===== src/rtl/reset_sequencer.sv =====
// Staged reset sequencer: holds four stage resets, releases them one at a time
// once each previous stage reports ready, and latches a fault on timeout or loss of ready.
module reset_sequencer #(
  parameter int HOLD_CYCLES = 8,
  parameter int GAP_CYCLES  = 4,
  parameter int TIMEOUT     = 16
) (
  input  logic       CLK_IN,
  input  logic       RESET_IN,
  input  logic       SOFT_RESET_IN,
  input  logic [3:0] STAGE_READY_IN,
  output logic [3:0] STAGE_RESET_OUT,
  output logic       ALL_READY_OUT,
  output logic       FAULT_OUT,
  output logic [1:0] FAULT_STAGE_OUT,
  output logic [2:0] dbg_state_o
);

  typedef enum logic [2:0] {
    S_HOLD    = 3'd0,
    S_RELEASE = 3'd1,
    S_WAIT    = 3'd2,
    S_GAP     = 3'd3,
    S_DONE    = 3'd4,
    S_FAULT   = 3'd5
  } state_e;

  localparam logic [7:0] HOLD_LAST = 8'(HOLD_CYCLES - 1);
  localparam logic [7:0] GAP_LAST  = 8'(GAP_CYCLES - 1);
  localparam logic [7:0] TO_LAST   = 8'(TIMEOUT - 1);

  // Internal reset asserts with RESET_IN and releases two clock edges after it rises.
  logic [1:0] sync_q;
  logic       rst_int_n;

  always_ff @(posedge CLK_IN or negedge RESET_IN) begin
    if (!RESET_IN) sync_q <= 2'b00;
    else           sync_q <= {sync_q[0], 1'b1};
  end

  assign rst_int_n = sync_q[1];

  state_e     state_q, state_d;
  logic [1:0] idx_q, idx_d;
  logic [7:0] cnt_q, cnt_d;
  logic [3:0] stage_rst_q, stage_rst_d;
  logic       all_ready_q, all_ready_d;
  logic       fault_q, fault_d;
  logic [1:0] fault_stage_q, fault_stage_d;
  logic [1:0] low_idx;

  always_comb begin
    low_idx = 2'd0;
    for (int i = 3; i >= 0; i--) begin
      if (!STAGE_READY_IN[i]) low_idx = 2'(i);
    end
  end

  always_comb begin
    state_d       = state_q;
    idx_d         = idx_q;
    cnt_d         = cnt_q;
    stage_rst_d   = stage_rst_q;
    all_ready_d   = all_ready_q;
    fault_d       = fault_q;
    fault_stage_d = fault_stage_q;

    case (state_q)
      S_HOLD: begin
        stage_rst_d = 4'hF;
        if (cnt_q == HOLD_LAST) begin
          state_d = S_RELEASE;
          idx_d   = 2'd0;
          cnt_d   = 8'd0;
        end else begin
          cnt_d = cnt_q + 8'd1;
        end
      end
      S_RELEASE: begin
        stage_rst_d[idx_q] = 1'b0;
        state_d            = S_WAIT;
        cnt_d              = 8'd0;
      end
      S_WAIT: begin
        if (STAGE_READY_IN[idx_q]) begin
          if (idx_q == 2'd3) begin
            state_d     = S_DONE;
            all_ready_d = 1'b1;
          end else begin
            state_d = S_GAP;
            cnt_d   = 8'd0;
          end
        end else if (cnt_q == TO_LAST) begin
          state_d       = S_FAULT;
          fault_d       = 1'b1;
          fault_stage_d = idx_q;
          stage_rst_d   = 4'hF;
          all_ready_d   = 1'b0;
        end else begin
          cnt_d = cnt_q + 8'd1;
        end
      end
      S_GAP: begin
        if (cnt_q == GAP_LAST) begin
          state_d = S_RELEASE;
          idx_d   = idx_q + 2'd1;
          cnt_d   = 8'd0;
        end else begin
          cnt_d = cnt_q + 8'd1;
        end
      end
      S_DONE: begin
        if (STAGE_READY_IN != 4'hF) begin
          state_d       = S_FAULT;
          fault_d       = 1'b1;
          fault_stage_d = low_idx;
          stage_rst_d   = 4'hF;
          all_ready_d   = 1'b0;
        end
      end
      S_FAULT: begin
        stage_rst_d = 4'hF;
        all_ready_d = 1'b0;
        fault_d     = 1'b1;
      end
      default: begin
        state_d     = S_HOLD;
        stage_rst_d = 4'hF;
        cnt_d       = 8'd0;
        idx_d       = 2'd0;
      end
    endcase

    // Soft restart overrides every transition above, including a coincident timeout.
    if (SOFT_RESET_IN) begin
      state_d       = S_HOLD;
      idx_d         = 2'd0;
      cnt_d         = 8'd0;
      stage_rst_d   = 4'hF;
      all_ready_d   = 1'b0;
      fault_d       = 1'b0;
      fault_stage_d = 2'd0;
    end
  end

  always_ff @(posedge CLK_IN or negedge rst_int_n) begin
    if (!rst_int_n) begin
      state_q       <= S_HOLD;
      idx_q         <= 2'd0;
      cnt_q         <= 8'd0;
      stage_rst_q   <= 4'hF;
      all_ready_q   <= 1'b0;
      fault_q       <= 1'b0;
      fault_stage_q <= 2'd0;
    end else begin
      state_q       <= state_d;
      idx_q         <= idx_d;
      cnt_q         <= cnt_d;
      stage_rst_q   <= stage_rst_d;
      all_ready_q   <= all_ready_d;
      fault_q       <= fault_d;
      fault_stage_q <= fault_stage_d;
    end
  end

  assign STAGE_RESET_OUT = stage_rst_q;
  assign ALL_READY_OUT   = all_ready_q;
  assign FAULT_OUT       = fault_q;
  assign FAULT_STAGE_OUT = fault_stage_q;
  assign dbg_state_o     = state_q;

endmodule


===== config.mk =====
export PLATFORM = sky130hd
export DESIGN_NAME = reset_sequencer
export DESIGN_NICKNAME = d
export VERILOG_FILES = /design/src/rtl/reset_sequencer.sv
export SDC_FILE = /design/constraint.sdc
export NUM_CORES = 1
export LEC_CHECK = 0
export ABC_AREA = 1
export BUFFER_PORTS_ARGS = -buffer_cell sky130_fd_sc_hd__clkbuf_2
export CORE_MARGIN = 4
export CORE_UTILIZATION = 52
export DETAILED_ROUTE_END_ITERATION = 7
export GPL_TIMING_DRIVEN = 0
export PLACE_DENSITY = 0.77
export SLEW_MARGIN = 40
export SYNTH_ARGS = -nofsm -noshare
export SYNTH_HDL_FRONTEND = slang
export SYNTH_SLANG_ARGS = --single-unit

===== constraint.sdc =====
create_clock -name CLK_IN -period 0.8 [get_ports CLK_IN]
set_input_delay 0.24 -clock CLK_IN [delete_from_list [all_inputs] [get_ports CLK_IN]]
set_output_delay 0.24 -clock CLK_IN [all_outputs]
set_load 0.01 [all_outputs]

* After elaboration in Yosys (flattened, before gate mapping) *
Index checks and enable logic that the tools add are counted.

operators by class
  multiplexer cells = 48
  order comparisons = 2
  eq/ne operators = 23
  bitwise logic cells = 2
  $add $sub $neg = 2
  reductions and logical operators = 13

operators with widths
  cell                                                   number
  2-to-1 mux 8 bit                                       6
  one-hot mux 8 bit (4 select lines)                     1
  2-to-1 mux 2 bit                                       11
  2-to-1 mux 3 bit                                       7
  inequality test 4 bit, second input constant           5
  one-hot mux 3 bit (6 select lines)                     1
  2-to-1 mux 4 bit                                       4
  one-hot mux 4 bit (4 select lines)                     1
  AND reduction 4 bit                                    4
  inequality test 3 bit, second input constant           5
  2-to-1 mux 1 bit                                       11
  adder 8 x 1 -> 8 bit, second input constant            1
  equality test 8 x 2 -> 1 bit, second input constant    1
  equality test 8 x 3 -> 1 bit, second input constant    1
  equality test 8 x 4 -> 1 bit, second input constant    1
  equality test 3 x 2 -> 1 bit, second input constant    2
  equality test 3 bit, second input constant             2
  one-hot mux 1 bit (3 select lines)                     2
  one-hot mux 2 bit (3 select lines)                     1
  AND reduction 3 bit                                    2
  AND reduction 5 bit                                    1
  bitwise AND 4 bit                                      1
  inequality test 2 x 1 -> 1 bit, second input constant  2
  inequality test 2 bit, second input constant           2
  other kinds (15)                                       15

word-level totals
  flip-flop bits (word level) = 23
  word-level logic and storage cells = 98
  output and inout port bits = 11

* Depth between registers and ports, before layout *
Gate-level depths: netlist of run 1.

  word-level depth = 8
  depth in mapped cells = 10
  depth with buffers taken out = 10

* Least setup slack after synthesis of run 1 *
OpenSTA, ideal clock, no wires.

  path type = register to register
  from = register cnt_q[0]
  to = register fault_stage_q[0], in the netlist FAULT_STAGE_OUT[0]
  period minus slack after synthesis = 1,411 ps
  data arrival time = 1,290 ps
  path buffers = 0
  setup time = 121 ps
  stages on the path, launching flop included = 7
  path slack = -611 ps
  path through = dfrtp_1 -> ha_1 -> nand3_1 -> o21ai_1 -> nand3_1 -> o21ai_0 -> nand2_1

on the way
  longest elaborated chain between the ends = 3

ends and longest elaborated chain
  element                          line  RTL
  start, declared                  45    logic [7:0] cnt_q, cnt_d;
  start signal, assigned           158   cnt_q <= cnt_d;
  equality test 8 x 4 -> 1 bit     93    end else if (cnt_q == TO_LAST) begin
  inequality test 3 bit (no line)  n/a
  AND reduction 4 bit (no line)    n/a
  end signal, assigned             162   fault_stage_q <= fault_stage_d;
  end, declared                    49    logic [1:0] fault_stage_q, fault_stage_d;

Every way passes these cells.
A chain may end at the register's enable or synchronous reset.

* Worst setup path after layout of run 1 *
  from = register cnt_q[0]
  to = register cnt_q[3]

on the way
  longest elaborated chain between the ends = 5
  elaborated cells on any way between the ends = 12
  those cells by class = add/sub (1); eq/ne (4); mux (6); reduce/logical (1)

ends and longest elaborated chain
  element                             line          RTL
  adder 8 x 1 -> 8 bit                76, 100, 109
  2-to-1 mux 8 bit                    93
  2-to-1 mux 8 bit                    85            if (STAGE_READY_IN[idx_q]) begin
  one-hot mux 8 bit (4 select lines)  68            case (state_q)
  2-to-1 mux 8 bit                    135           if (SOFT_RESET_IN) begin

Several ways; a longest one is shown, not always the timed one. The select of a mux whose other input is x is not followed.

==> results.py, run 1 <==
metrics = {
    "timing": {
        "timing.final.ws_setup_ns": -0.859,
        "report.final.slew_viol_count": 0,
        "period_minus_slack_ns": 1.66,
        "setup_violations": 32,
        "period_share_pct": 207,
        "fmax_mhz": 603,
        "fin_skew_ns": 0.00437,
        "holdWs_ns": 0.166,
        "grt_setup_unrepaired": "true",
        "hold_viol": 0,
    },
    "synthesis": {
        "synth_area_leaders": "dfrtp_1 30%, nand2_1 19%, nand3_1 9.5%",
        "syn_nets": 249,
        "ys_seq_area_share_pct": 36.6,
        "synth_top_area_share_pct": 29.9,
        "synth_cells": 236,
        "synth-xor-area-share_pct": 1.65,
        "syn_area_per_cell_um2": 6.73,
        "ys_types": 27,
        "synth_warnings": 0,
        "synth_fa_ha_area_share_pct": 4.73,
        "synth_top_family_by_area": "simple AND/OR/NAND/NOR gates",
        "synth_compound_area_share_pct": 8.27,
        "synth_mux_area_share_pct": 0,
        "synthSimpleGateAreaFrac_pct": 41.1,
        "syn_area_um2": 1590,
        "ys_ff_latch": 23,
        "synth_largest_area_cell": "dfrtp_1",
    },
    "floorplanning": {
        "rows": 19,
        "ios": 18,
        "floorplan.initialDensity_pct": 56.1,
        "core_area_um2": 2830,
        "dieArea_um2": 4000,
        "fp.dieW_um": 63.3,
        "die_h_um": 63.3,
    },
    "setup_path": {
        "slowest_stage": "dfrtp_2",
        "critical-path-top-delay-family": "simple AND/OR/NAND/NOR gates",
        "critPathMaxFanout": 3,
        "end_kind": "flip-flop",
        "critPathArrivalTime_ns": 1.89,
        "crit_type": "reg -> reg",
        "path_cells": "buf_6, buf_4, nand3_2, nand2_1, nand2_1, inv_1, nand3_1, nand3_1, nand3_1, nand2_1",
        "worstSetupStartpointType": "flip-flop",
        "crit_buf_inv": 3,
        "cp_slowest_stage_delay_ns": 0.48,
        "cp.required_ns": 1.03,
    },
    "global_routing": {
        "grt_pass1_vias": 1621,
        "antenna_found_initial": 0,
        "track_usage_pct": 24.6,
        "overflow": 0,
        "grt_pass1_wl_um": 7800,
        "grt_max_degree": 22,
    },
    "pwr": {
        "power_w": 0.00559,
        "p_leak_nw": 1.27,
        "peakVddDrop_mv": 1.23,
        "pwr_density_cell_nw_per_um2": 2290,
    },
    "clock_network": {
        "clock_path_buffers": 2,
        "root_buffer": "clkbuf_4",
        "cts_made_buffers": 3,
        "cts_tree": "yes",
        "clk_latency_ns": 0.33,
        "cts.sinks": 23,
        "htreeDepth": 1,
        "cts.clk_slew.worst_paths_ns": 0.14,
    },
    "place": {
        "hpwlAfterDp_um": 2710,
        "place_congestion": 0.884,
        "io_buffers": 16,
    },
    "layout": {
        "insertedDiodeCount": 0,
        "layout_common_cells": "59 x nand2_1, 30 x buf_4, 18 x nand2_2",
        "nNetsFinal": 307,
        "final_common_cell": "nand2_1",
        "area_growth_pct": 54.1,
        "layout-drive-gt1-share_pct": 50.9,
    },
    "route": {
        "vias": 2066,
        "drt_first_pass_iters": 6,
        "dr.first_iter.drc_count": 211,
        "drt_wl_total_um": 6110,
        "drcViolationCount": 0,
        "vias_per_cell": 6.38,
        "drtAntennaViolNets": 0,
        "wire_per_inst_um": 18.9,
    },
    "outcome": {
        "status": "finished, violations left",
        "violations": "negative setup slack",
    },
    "hold_path": {
        "worst_hold_path_type": "in -> reg",
    },
    "job": {
        "maxCapViolations": 0,
    },
}
[area by class of cell]
cell class | instances | area [um^2]
multi-input cells | 185 | 1230
repair buffers | 53 | 424
fillers | 138 | 383
clock buffers | 4 | 26.3
plain buffers | 4 | 35.0
flip-flops and latches | 23 | 592
inverters | 24 | 95.1
well taps | 31 | 38.8
[power by group]
group          total (W)  switching (W)  internal (W)
combinational    0.00328        0.00184       0.00144
sequential       0.00171       0.000267       0.00145
clock           0.000598       0.000403      0.000196
[flip-flops by register name, summed over array words and instances (netlist names)]
register         flops
ALL_READY_OUT        1
idx_q                2
STAGE_RESET_OUT      4
sync_q               2
FAULT_OUT            1
cnt_q                8
dbg_state_o          3
FAULT_STAGE_OUT      2
[final timing paths]
check	start	to	slack, ns	cells after the start
max in group asynchronous	sync_q[1]	STAGE_RESET_OUT[1]	0.22	0
setup reg to reg	cnt_q[0]	cnt_q[3]	-0.86	10
hold / removal	SOFT_RESET_IN	FAULT_OUT	0.17	2
min in group asynchronous	RESET_IN	sync_q[1]	0.22	2
hold reg to reg	sync_q[1]	cnt_q[3]	0.23	0
setup / recovery	cnt_q[0]	cnt_q[3]	-0.86	10
[worst register-to-register path, stage by stage (launching register included)]
cell	delay, ns
dfrtp_2	0.48
buf_6	0.14
buf_4	0.13
nand3_2	0.10
nand2_1	0.07
nand2_1	0.13
inv_1	0.08
nand3_1	0.11
nand3_1	0.12
nand3_1	0.11
nand2_1	0.08
[logic make-up (layout without fill, tap and decap cells)]
| family | count (synthesis) | in the layout |
|---|---|---|
| xor gates and xnor gates | 3 | 3 |
| adders and majority gates | 6 | 6 |
| DFF | 23 | 23 |
| other | 1 | 1 |
| and+or+nand+nor | 152 | 152 |
| AOI/OAI and AO/OA | 23 | 23 |
| buffers and inverters | 28 | 85 |
[what timing repair did]
item                                    CTS  global route
gates resized for setup                  41            79
endpoints found under the setup margin   32            32
buffers inserted                         24            12
pin swaps                                12            15
hold endpoints to repair                  2             0
hold buffers                              1             0
gates cloned                              1             0
[metal layers]
metal | vias up | wire, um | global-route usage, %
li1 | 876 | - | -
met1 | 955 | 2370 | 33.5
met3 | 56 | 742 | 3.55
met4 | 0 | 344 | 8.63
met5 | - | 0 | 0
met2 | 179 | 2660 | 39.8
[cells in the mapped netlist (all sizes together)]
library cell,count
xnor2,1
o21ai,16
a31oi,1
nor2,30
o211ai,3
nand3,32
a21oi,3
buf,4
nor3,2
inv,24
ha,6
conb,1
nand4,3
nand2,84
nand3b,1
dfstp,4
xor2,2
dfrtp,19
[metrics by stage]
step	utilization, %	cell area, um^2	instances	TNS, ns	setup WS, ns
final	86.5	2450	324	-19.12	-0.859
after global routing	86.5	2450	324	-21.13	-0.884
after CTS	74.8	2120	313	-17.28	-0.648
after detailed placement	61.6	1740	283	-14.99	-0.766
after global placement	61.5	1740	283	-17.22	-0.741
after floorplan	-	1620	236	-10.90	-0.542
Power figures use the tool's default switching activity.
==> inputs of run 2 (changes only) <==
CORE_UTILIZATION = 40   (was 52)
CTS_BUF_LIST = sky130_fd_sc_hd__clkbuf_4 sky130_fd_sc_hd__clkbuf_8   (was not set)
PLACE_DENSITY = 0.62   (was 0.77)
==> run 2 against run 1 <==
Against the previous run:
- cell count increased by 5.2%
- critical endpoint is now dbg_state_o[0]
- largest power group unchanged
- highest routed layer unchanged
- clock skew is 0.00088 ns lower
- maximum frequency rose by 12%
- sequential share of layout area rose by 1.3 points
- hold slack improved by 0.038 ns
- the run still ends with negative setup slack left
- core utilization down 25 points
==> results.py, run 2 (synthesized netlist as in run 1, its figures left out) <==
metrics = {
    "outcome": {
        "status": "finished, violations left",
        "violations": "negative setup slack",
    },
    "layout": {
        "layout_common_cells": "75 x nand2_1, 31 x buf_4, 21 x nor2_1",
        "layout-drive-gt1-share_pct": 39.9,
        "area_growth_pct": 45.5,
        "regMostFlops": "cnt_q",
        "final_common_cell": "nand2_1",
        "insertedDiodeCount": 0,
        "nNetsFinal": 307,
        "utilization_pct": 61.7,
        "largest_reg_flops": 8,
    },
    "route": {
        "drt_wl_total_um": 4370,
        "drcViolationCount": 0,
        "wire_per_inst_um": 12.8,
        "drtAntennaViolNets": 0,
        "vias_per_cell": 4.96,
        "vias": 1690,
        "dr.first_iter.drc_count": 71,
        "drt_first_pass_iters": 4,
    },
    "pwr": {
        "peakVddDrop_mv": 1.61,
        "p_leak_nw": 1.23,
        "power_w": 0.00524,
        "pwr_density_cell_nw_per_um2": 2270,
    },
    "clock_network": {
        "root_buffer": "clkbuf_8",
        "clock_path_buffers": 2,
        "clk_latency_ns": 0.27,
        "cts_made_buffers": 3,
        "htreeDepth": 1,
        "cts.clk_slew.worst_paths_ns": 0.09,
        "cts_tree": "yes",
        "cts.sinks": 23,
    },
    "floorplanning": {
        "dieArea_um2": 5040,
        "core_area_um2": 3740,
        "rows": 22,
        "floorplan.initialDensity_pct": 42.4,
        "ios": 18,
        "die_h_um": 71.0,
        "fp.dieW_um": 71.0,
    },
    "global_routing": {
        "grt_pass1_vias": 1653,
        "antenna_found_initial": 0,
        "grt_pass1_wl_um": 7480,
        "track_usage_pct": 18.3,
        "grt_max_degree": 22,
        "overflow": 0,
    },
    "timing": {
        "hold_viol": 0,
        "fmax_mhz": 676,
        "fin_skew_ns": 0.00349,
        "period_share_pct": 185,
        "setup_violations": 32,
        "timing.final.ws_setup_ns": -0.679,
        "grt_setup_unrepaired": "true",
        "finalSetupTns_ns": -16.71,
        "period_minus_slack_ns": 1.48,
        "report.final.slew_viol_count": 0,
    },
    "setup_path": {
        "crit_buf_inv": 0,
        "path_common_cell": "nand2_1",
        "slowest_stage": "dfrtp_1",
        "cp_slowest_stage_delay_ns": 0.41,
        "end_kind": "flip-flop",
        "critPathMaxFanout": 5,
        "critical-path-top-delay-family": "simple AND/OR/NAND/NOR gates",
        "cp.required_ns": 0.97,
        "path_cells": "nor2_1, nand2_2, o21ai_2, nand3_2, nand2_1, nand2_1, nand2_1, nand2_1",
        "crit_type": "reg -> reg",
        "worstSetupStartpointType": "flip-flop",
        "critPathArrivalTime_ns": 1.64,
    },
    "job": {
        "maxCapViolations": 0,
    },
    "place": {
        "place_congestion": 0.868,
        "io_buffers": 16,
        "hpwlAfterDp_um": 2830,
    },
    "hold_path": {
        "worst_hold_path_type": "in -> reg",
    },
}
[run 2: changes by cell type in the layout (fill, tap and decap cells not counted), sizes merged]
cell and delta:
buf -1, clkbuf +1
[run 2: layer usage]
layer	share of wire [%]	vias up	global-route usage, %	routed length, um
met5	0	-	0	0
met4	0.71	0	6.26	31
met3	3.8	4	3.98	168
met2	53	35	32.1	2310
met1	43	777	22.0	1870
li1	-	874	-	-
[run 2: area by class of cell]
| class | instances | area (um^2) |
|---|---|---|
| repair buffers | 53 | 414 |
| inverters | 24 | 90.1 |
| well taps | 48 | 60.1 |
| clock buffers | 4 | 48.8 |
| fillers | 346 | 1430 |
| plain buffers | 4 | 28.8 |
| flip-flops and latches | 23 | 589 |
| multi-input cells | 185 | 1080 |
[run 2: repair_timing]
item / CTS / global route
setup buffers: 27 / 9
hold buffers: 1 / 0
resized for setup: 40 / 23
pin swaps: 10 / 6
gates cloned: 1 / 0
setup endpoints to repair: 32 / 32
hold endpoints to repair: 2 / 0
[run 2: worst paths after layout]
path / from / endpoint / slack [ns] / depth (start not counted)
worst max-delay path: cnt_q[6] / dbg_state_o[0] / -0.68 / 8
worst min-delay path: SOFT_RESET_IN / FAULT_OUT / 0.20 / 2
max in group asynchronous: sync_q[1] / cnt_q[0] / 0.20 / 0
min in group asynchronous: sync_q[1] / idx_q[0] / 0.24 / 0
worst max register to register: cnt_q[6] / dbg_state_o[0] / -0.68 / 8
worst min register to register: sync_q[1] / idx_q[0] / 0.24 / 0
[run 2: metrics by stage]
stage               setup slack (ns)  hold WS [ns]  cells  instance area [um^2]
floorplan                     -0.542       -0.0556    236                  1620
global placement              -0.754        0.0261    300                  1760
detailed placement            -0.777        0.0260    300                  1760
CTS                           -0.641         0.200    333                  2180
global route                  -0.791         0.205    341                  2310
finish                        -0.679         0.204    341                  2310
[run 2: where the power goes]
group	switching (W)	internal, W	leakage [nW]	total (W)
combinational	0.00154	0.00124	0.914	0.00277
sequential	0.000231	0.00144	0.288	0.00167
clock	0.000400	0.000390	0.0262	0.000790
